File: src/rtl/pc_gen_pkg.sv
// pc_gen_pkg: shared types and constants for the program-counter generator.
//   pcg_state_t   - sequencer states (BOOT, RUN, REDIR, HALT)
//   INSTR_BYTES   - sequential PC increment
//   PCG_RESET_PC  - default first fetch address after reset
package pc_gen_pkg;

    typedef enum logic [1:0] {
        BOOT  = 2'd0,
        RUN   = 2'd1,
        REDIR = 2'd2,
        HALT  = 2'd3
    } pcg_state_t;

    localparam int unsigned INSTR_BYTES  = 4;
    localparam logic [31:0] PCG_RESET_PC = 32'h0000_0000;

endpackage

File: src/rtl/pc_gen.sv
// pc_gen: program-counter generator feeding the fetch unit.
//   Boots after BOOT_DLY cycles at RESET_PC, then issues sequential fetch
//   addresses, holding the PC stable while i_holding is high. Jump redirects
//   from execute either apply immediately or, when a fetch is in flight, are
//   parked until the bus is released. Debug halt/resume stops fetching and
//   allows PC writes through the jump port.
// Ports:
//   clk, rst_n     - clock, asynchronous active-low reset
//   i_holding      - combined fetch/downstream stall; PC must not advance
//   i_jump_valid   - redirect request pulse; i_jump_addr is the target
//   i_halt_req     - debug halt request (level)
//   i_resume       - debug resume pulse
//   o_pc_valid     - fetch request valid (RUN and REDIR only)
//   o_pc           - fetch address
//   o_flush        - discard the instruction latched this cycle
//   o_misalign     - one-cycle pulse after accepting a target with [1:0] != 0
//   o_halted       - high while halted
module pc_gen
    import pc_gen_pkg::*;
#(
    parameter int unsigned          AW       = 32,
    parameter logic [AW-1:0]        RESET_PC = AW'(PCG_RESET_PC),
    parameter int unsigned          BOOT_DLY = 4
) (
    input  logic          clk,
    input  logic          rst_n,
    input  logic          i_holding,
    input  logic          i_jump_valid,
    input  logic [AW-1:0] i_jump_addr,
    input  logic          i_halt_req,
    input  logic          i_resume,
    output logic          o_pc_valid,
    output logic [AW-1:0] o_pc,
    output logic          o_flush,
    output logic          o_misalign,
    output logic          o_halted
);

    pcg_state_t    r_state;
    logic [7:0]    r_cnt;
    logic [AW-1:0] r_pc;
    logic [AW-1:0] r_pend;
    logic          r_pc_valid;
    logic          r_misalign;
    logic          r_halted;

    logic [AW-1:0] w_target;
    logic [AW-1:0] w_pc_next;
    logic          w_target_mis;

    // Targets are always word-aligned; the dropped low bits only feed o_misalign.
    assign w_target     = {i_jump_addr[AW-1:2], 2'b00};
    assign w_target_mis = |i_jump_addr[1:0];
    assign w_pc_next    = r_pc + AW'(INSTR_BYTES);

    always_ff @(posedge clk or negedge rst_n) begin
        if (!rst_n) begin
            r_state    <= BOOT;
            r_cnt      <= 8'(BOOT_DLY);
            r_pc       <= RESET_PC;
            r_pend     <= '0;
            r_pc_valid <= 1'b0;
            r_misalign <= 1'b0;
            r_halted   <= 1'b0;
        end else begin
            r_misalign <= 1'b0;
            case (r_state)
                BOOT: begin
                    if (r_cnt == 8'd0) begin
                        r_state    <= RUN;
                        r_pc       <= RESET_PC;
                        r_pc_valid <= 1'b1;
                    end else begin
                        r_cnt <= r_cnt - 8'd1;
                    end
                end

                RUN: begin
                    if (i_jump_valid && !i_holding) begin
                        r_pc       <= w_target;
                        r_misalign <= w_target_mis;
                    end else if (i_jump_valid) begin
                        // Fetch in flight: keep the bus command stable and park the target.
                        r_pend     <= w_target;
                        r_misalign <= w_target_mis;
                        r_state    <= REDIR;
                    end else if (i_holding) begin
                        r_pc <= r_pc;
                    end else if (i_halt_req) begin
                        r_pc       <= w_pc_next;
                        r_state    <= HALT;
                        r_pc_valid <= 1'b0;
                        r_halted   <= 1'b1;
                    end else begin
                        r_pc <= w_pc_next;
                    end
                end

                REDIR: begin
                    if (i_jump_valid) begin
                        r_misalign <= w_target_mis;
                    end
                    if (!i_holding) begin
                        // A jump arriving on the release cycle is newer than the parked one.
                        r_pc    <= i_jump_valid ? w_target : r_pend;
                        r_state <= RUN;
                    end else if (i_jump_valid) begin
                        r_pend <= w_target;
                    end
                end

                HALT: begin
                    if (i_jump_valid) begin
                        r_pc       <= w_target;
                        r_misalign <= w_target_mis;
                    end
                    if (i_resume) begin
                        r_state    <= RUN;
                        r_pc_valid <= 1'b1;
                        r_halted   <= 1'b0;
                    end
                end

                default: begin
                    r_state <= BOOT;
                end
            endcase
        end
    end

    // Flush is combinational so the fetch unit drops the instruction latched
    // on the same edge that loads the new PC.
    always_comb begin
        o_flush = 1'b0;
        case (r_state)
            RUN:     o_flush = i_jump_valid && !i_holding;
            REDIR:   o_flush = !i_holding;
            HALT:    o_flush = i_jump_valid;
            default: o_flush = 1'b0;
        endcase
    end

    assign o_pc_valid = r_pc_valid;
    assign o_pc       = r_pc;
    assign o_misalign = r_misalign;
    assign o_halted   = r_halted;

endmodule

File: config.mk
export PLATFORM = sky130hd
export DESIGN_NAME = pc_gen
export DESIGN_NICKNAME = d
export VERILOG_FILES = /design/src/rtl/pc_gen_pkg.sv /design/src/rtl/pc_gen.sv
export SDC_FILE = /design/constraint.sdc
export NUM_CORES = 1
export LEC_CHECK = 0
export ABC_AREA = 0
export CAP_MARGIN = 40
export CORE_MARGIN = 2
export CORE_UTILIZATION = 49
export DETAILED_ROUTE_END_ITERATION = 6
export PLACE_DENSITY = 0.77
export SKIP_LAST_GASP = 1
export SLEW_MARGIN = 40
export SYNTH_ARGS = -nofsm -noshare
export SYNTH_HDL_FRONTEND = slang
export SYNTH_SLANG_ARGS = --single-unit
File: constraint.sdc
create_clock -name clk -period 2.41 [get_ports clk]
set_clock_uncertainty 0.1 [all_clocks]
set_input_delay 0.3615 -clock clk [delete_from_list [all_inputs] [get_ports clk]]
set_output_delay 0.3615 -clock clk [all_outputs]
set_load 0.02 [all_outputs]
==> summary.txt <==
Outcome
  – Status: finished clean

STA
  – Crit share post-route: between 90% and 100%
  – Max-slew violations: 0
  – F_max: 428.4 MHz
  – Worst slew pin tran: 0.5319 ns
  – Final WS setup: 0.07557 ns
  – Final hold violations: 0
  – RSZ-0062 raised after global routing: no
  – Final Critical Period: around 2.3 ns
  – Setup-failing EPs final: 0
  – Max transition margin: 64.21%

Logic synthesis
  – Mux share of post-synthesis cell area: between 10% and 20%
  – Main combinational cell family by area after synthesis: compound AO/OA/AOI/OAI gates
  – Post-synth ARST share: 100.0%
  – Post-Syn Instances: 495
  – Synthesized area: approximately 4700 µm²
  – Post-synthesis compound-gate area fraction: 18.99%
  – Count of state elements after synthesis: 77
  – Most used DFF post-synth: dfrtp_1
  – Synth Area in Adders: 1.864%
  – Cell variety after synth: 55
  – Mapped Nets: 540
  – Area contributors post-synth: dfrtp_1, mux2_2, o21ai_0, nand2_1, nor2_1
  – Synth top area share: 40.48%
  – Post-Synth Simple-Gate Area: a little under a fifth
  – Syn avg cell area: ~9.5 µm²
  – Seq/Total Area, Yosys: 41.04%
  – Synth area leader: dfrtp_1
  – Synth Warn #: 0
  – Synth Area in XOR/XNOR: 1.491%
  – Post-synth EDFFs: 0

Critical path
  – R2r startpoint: r_cnt[1]
  – Critical path launch point: r_cnt[1]
  – Data arrival time of the worst path: 2.47 ns
  – Kind of critical path: register to register
  – Most common cell on crit path: o21ai_0
  – Worst-path maximum fanout: 13
  – Worst path cell trace: inv_1 > ha_1 > or3b_2 > o21a_1 > or3_4 > buf_4 > o21ai_0 > o21ai_0
  – Max incr delay on CP: 0.45 ns
  – Critical path's slowest cell: or3b_2
  – RR Endpoint: o_pc[5]
  – Startpoint Class: register
  – End point of the critical path: o_pc[5]
  – Worst Path Required: 2.54 ns
  – FF-to-FF path depth: 8
  – CP Capture Type: register
  – Reg2Reg Setup Slack: 0.08 ns

Layout
  – Synthesis-to-layout area growth: 28.63%
  – Register area: 1932 µm²
  – Multi-input gate area: 2620 µm²
  – Final-stage net count: 640
  – Filler cells: 782
  – Layout cells sized above 1: 22.33%
  – Fin util: 65.09%
  – N_diodes: 0

Clocking
  – H-tree Lvls: 3
  – CTS root buf: clkbuf_8
  – Clk Latency, worst-skew pair: 0.36 ns
  – CTS clock-pin slew for the worst setup and hold paths: 0.08 ns
  – TritonCTS clock tree: yes
  – CTS max path bufs: 2
  – Clock sinks: between 70 and 80
  – Cts bufs inserted: 9

Power and ir drop
  – PwrDens: 1096 nW/µm²
  – Static leakage: around 2.5 nW
  – Peak supply drop: 0.5315 mV

Global route
  – Vias in the first global route: 4,423
  – Total GRT Usage: 26.54%
  – Layer with the highest usage: met2
  – Global routing usage on met2: a little over two fifths
  – Largest net degree at the start of global routing: between 40 and 50
  – Congestion Overflow GR: 0
  – GRT met1 Usage: 36.03%
  – Initial antenna violation count: 0
  – First-pass GRT wire length: 21.80 mm
  – Met3 usage: 5.062%

Place
  – Dpl ws: -0.006829 ns
  – I/O Buffers: 73
  – Routability cong.: around 0.87
  – HPWL after DPL: about 9.2 mm

Route
  – DRC viols: 0
  – DRT Pass-1 Iters: 5
  – Vias/cell: between 6 and 7
  – Routed via count: 4,463
  – Antenna Violating Nets Remaining: 0
  – Routed len/inst: 18.07 µm
  – DRT iter0 DRCs: between 200 and 300
  – Post-Route WL: between 10 and 15 mm

Floorplan
  – Initial Util: 50.61%
  – FP Rows: 35
  – Total core area: 9284 µm²
  – # IOs: 74
  – Die X: 101.9 µm
  – Die Span Y: 101.9 µm
  – DIE AREA: 10,390 µm²

Run
  – Max cap viols: 0

Worst hold path
  – Worst hold path type: input pin to asynchronous set/reset pin
[worst min path at each step]
stage	end	slack [ns]	cells past startpoint
CTS	r_cnt[7]	0.38	1
floorplan	o_halted	-0.03	0
finish	r_cnt[5]	0.38	2
global placement	r_cnt[7]	0.23	1
global route	r_cnt[7]	0.41	2
detailed placement	r_cnt[5]	0.23	1
[synthesized netlist by cell type, drive strengths merged (4+ instances only)]
library cell	n
nand2	41
nand2b	4
nor3	15
a21o	9
dfrtp	76
a22o	5
inv	13
a21oi	18
nor2b	8
nand3	10
and2	5
or4	6
nor4	17
a22oi	5
o2bb2ai	5
a2bb2oi	4
o21ai	49
nor2	29
ha	7
a221oi	9
a31oi	5
mux2	55
or3	7
xnor2	5
mux2i	7
clkbuf	20
buf	10
nand4	10
[critical path: cells and delay by family (launching register included)]
kind                       cells  cell delay [ns]
AOI/OAI and AO/OA              3             0.50
adders and majority gates      1             0.14
buffers and inverters          2             0.29
DFF                            1             0.39
and+or+nand+nor                2             0.80
[state kept, by name, indices dropped and copies added (netlist names)]
signal / count
r_pend: 32
o_halted: 1
o_misalign: 1
r_cnt: 8
o_pc: 32
r_state: 2
o_pc_valid: 1
[what timing repair did]
| item | in CTS | in global routing |
|---|---|---|
| gates resized for setup | 2 | 12 |
| setup endpoints to repair | 1 | 23 |
| hold buffers | 1 | 0 |
| hold endpoints to repair | 28 | 0 |
| setup buffers | 0 | 2 |
[layer usage]
layer  wire [µm]  up-vias  share of wire, %
li1            -     2063                 -
met1        5901     2188                45
met2        6244      189                47
met3         822       23               6.2
met4         208        0               1.6
met5           0        -                 0
[layout by cell type (no fill, tap or decap), types with 4 or more instances in the layout]
| cell | instances |
|---|---|
| dfrtp_1 | 73 |
| clkdlybuf4s50_1 | 70 |
| mux2_2 | 55 |
| buf_4 | 44 |
| o21ai_0 | 43 |
| nand2_1 | 41 |
| nor2_1 | 29 |
| a21oi_1 | 18 |
| nor4_1 | 17 |
| nor3_1 | 15 |
| inv_1 | 12 |
| nand3_1 | 10 |
| a21o_1 | 9 |
| a221oi_1 | 9 |
| clkbuf_8 | 9 |
| nor2b_1 | 8 |
| nand4_1 | 8 |
| mux2i_1 | 7 |
| o21ai_1 | 6 |
| and2_1 | 5 |
| or3_1 | 5 |
| a22o_1 | 5 |
| a22oi_1 | 5 |
| o2bb2ai_1 | 5 |
| a31oi_1 | 5 |
| xnor2_1 | 5 |
| ha_1 | 5 |
| nand2b_1 | 4 |
| a2bb2oi_1 | 4 |
| or4_1 | 4 |
[cell type report]
type                    count  area share, %
clock buffers               9          2.050
clock inverters             7          1.242
inverters                  13         0.8075
multi-input cells         375          43.35
flip-flops and latches     77          31.97
well taps                 129          2.671
repair buffers            119          17.91
[report_power, final]
group / switching (mW) / internal, mW / leakage [nW]
clock network: 0.528 / 0.482 / 0.0918
registers: 0.392 / 1.77 / 0.968
logic: 1.81 / 1.64 / 1.46
[metrics by stage]
step | setup TNS [ns] | cells | hold slack (ns) | power, mW | cell area (µm²)
floorplan | 0 | 495 | -0.03409 | 4.166 | 4715
global placement | 0 | 710 | 0.2330 | 5.401 | 5808
detailed placement | -0.01254 | 710 | 0.2317 | 5.522 | 5808
CTS | 0 | 727 | 0.3809 | 6.560 | 6018
global route | 0 | 729 | 0.4070 | 7.059 | 6043
finish | 0 | 729 | 0.3781 | 6.623 | 6043
[kinds of logic after synthesis]
| group | count (synthesis) |
|---|---|
| compound gates | 135 |
| simple gates | 163 |
| buf+inv | 43 |
| mux | 62 |
| xor+xnor | 8 |
| flops | 77 |
| fa+ha+maj | 7 |
Power figures use the tool's default switching activity.
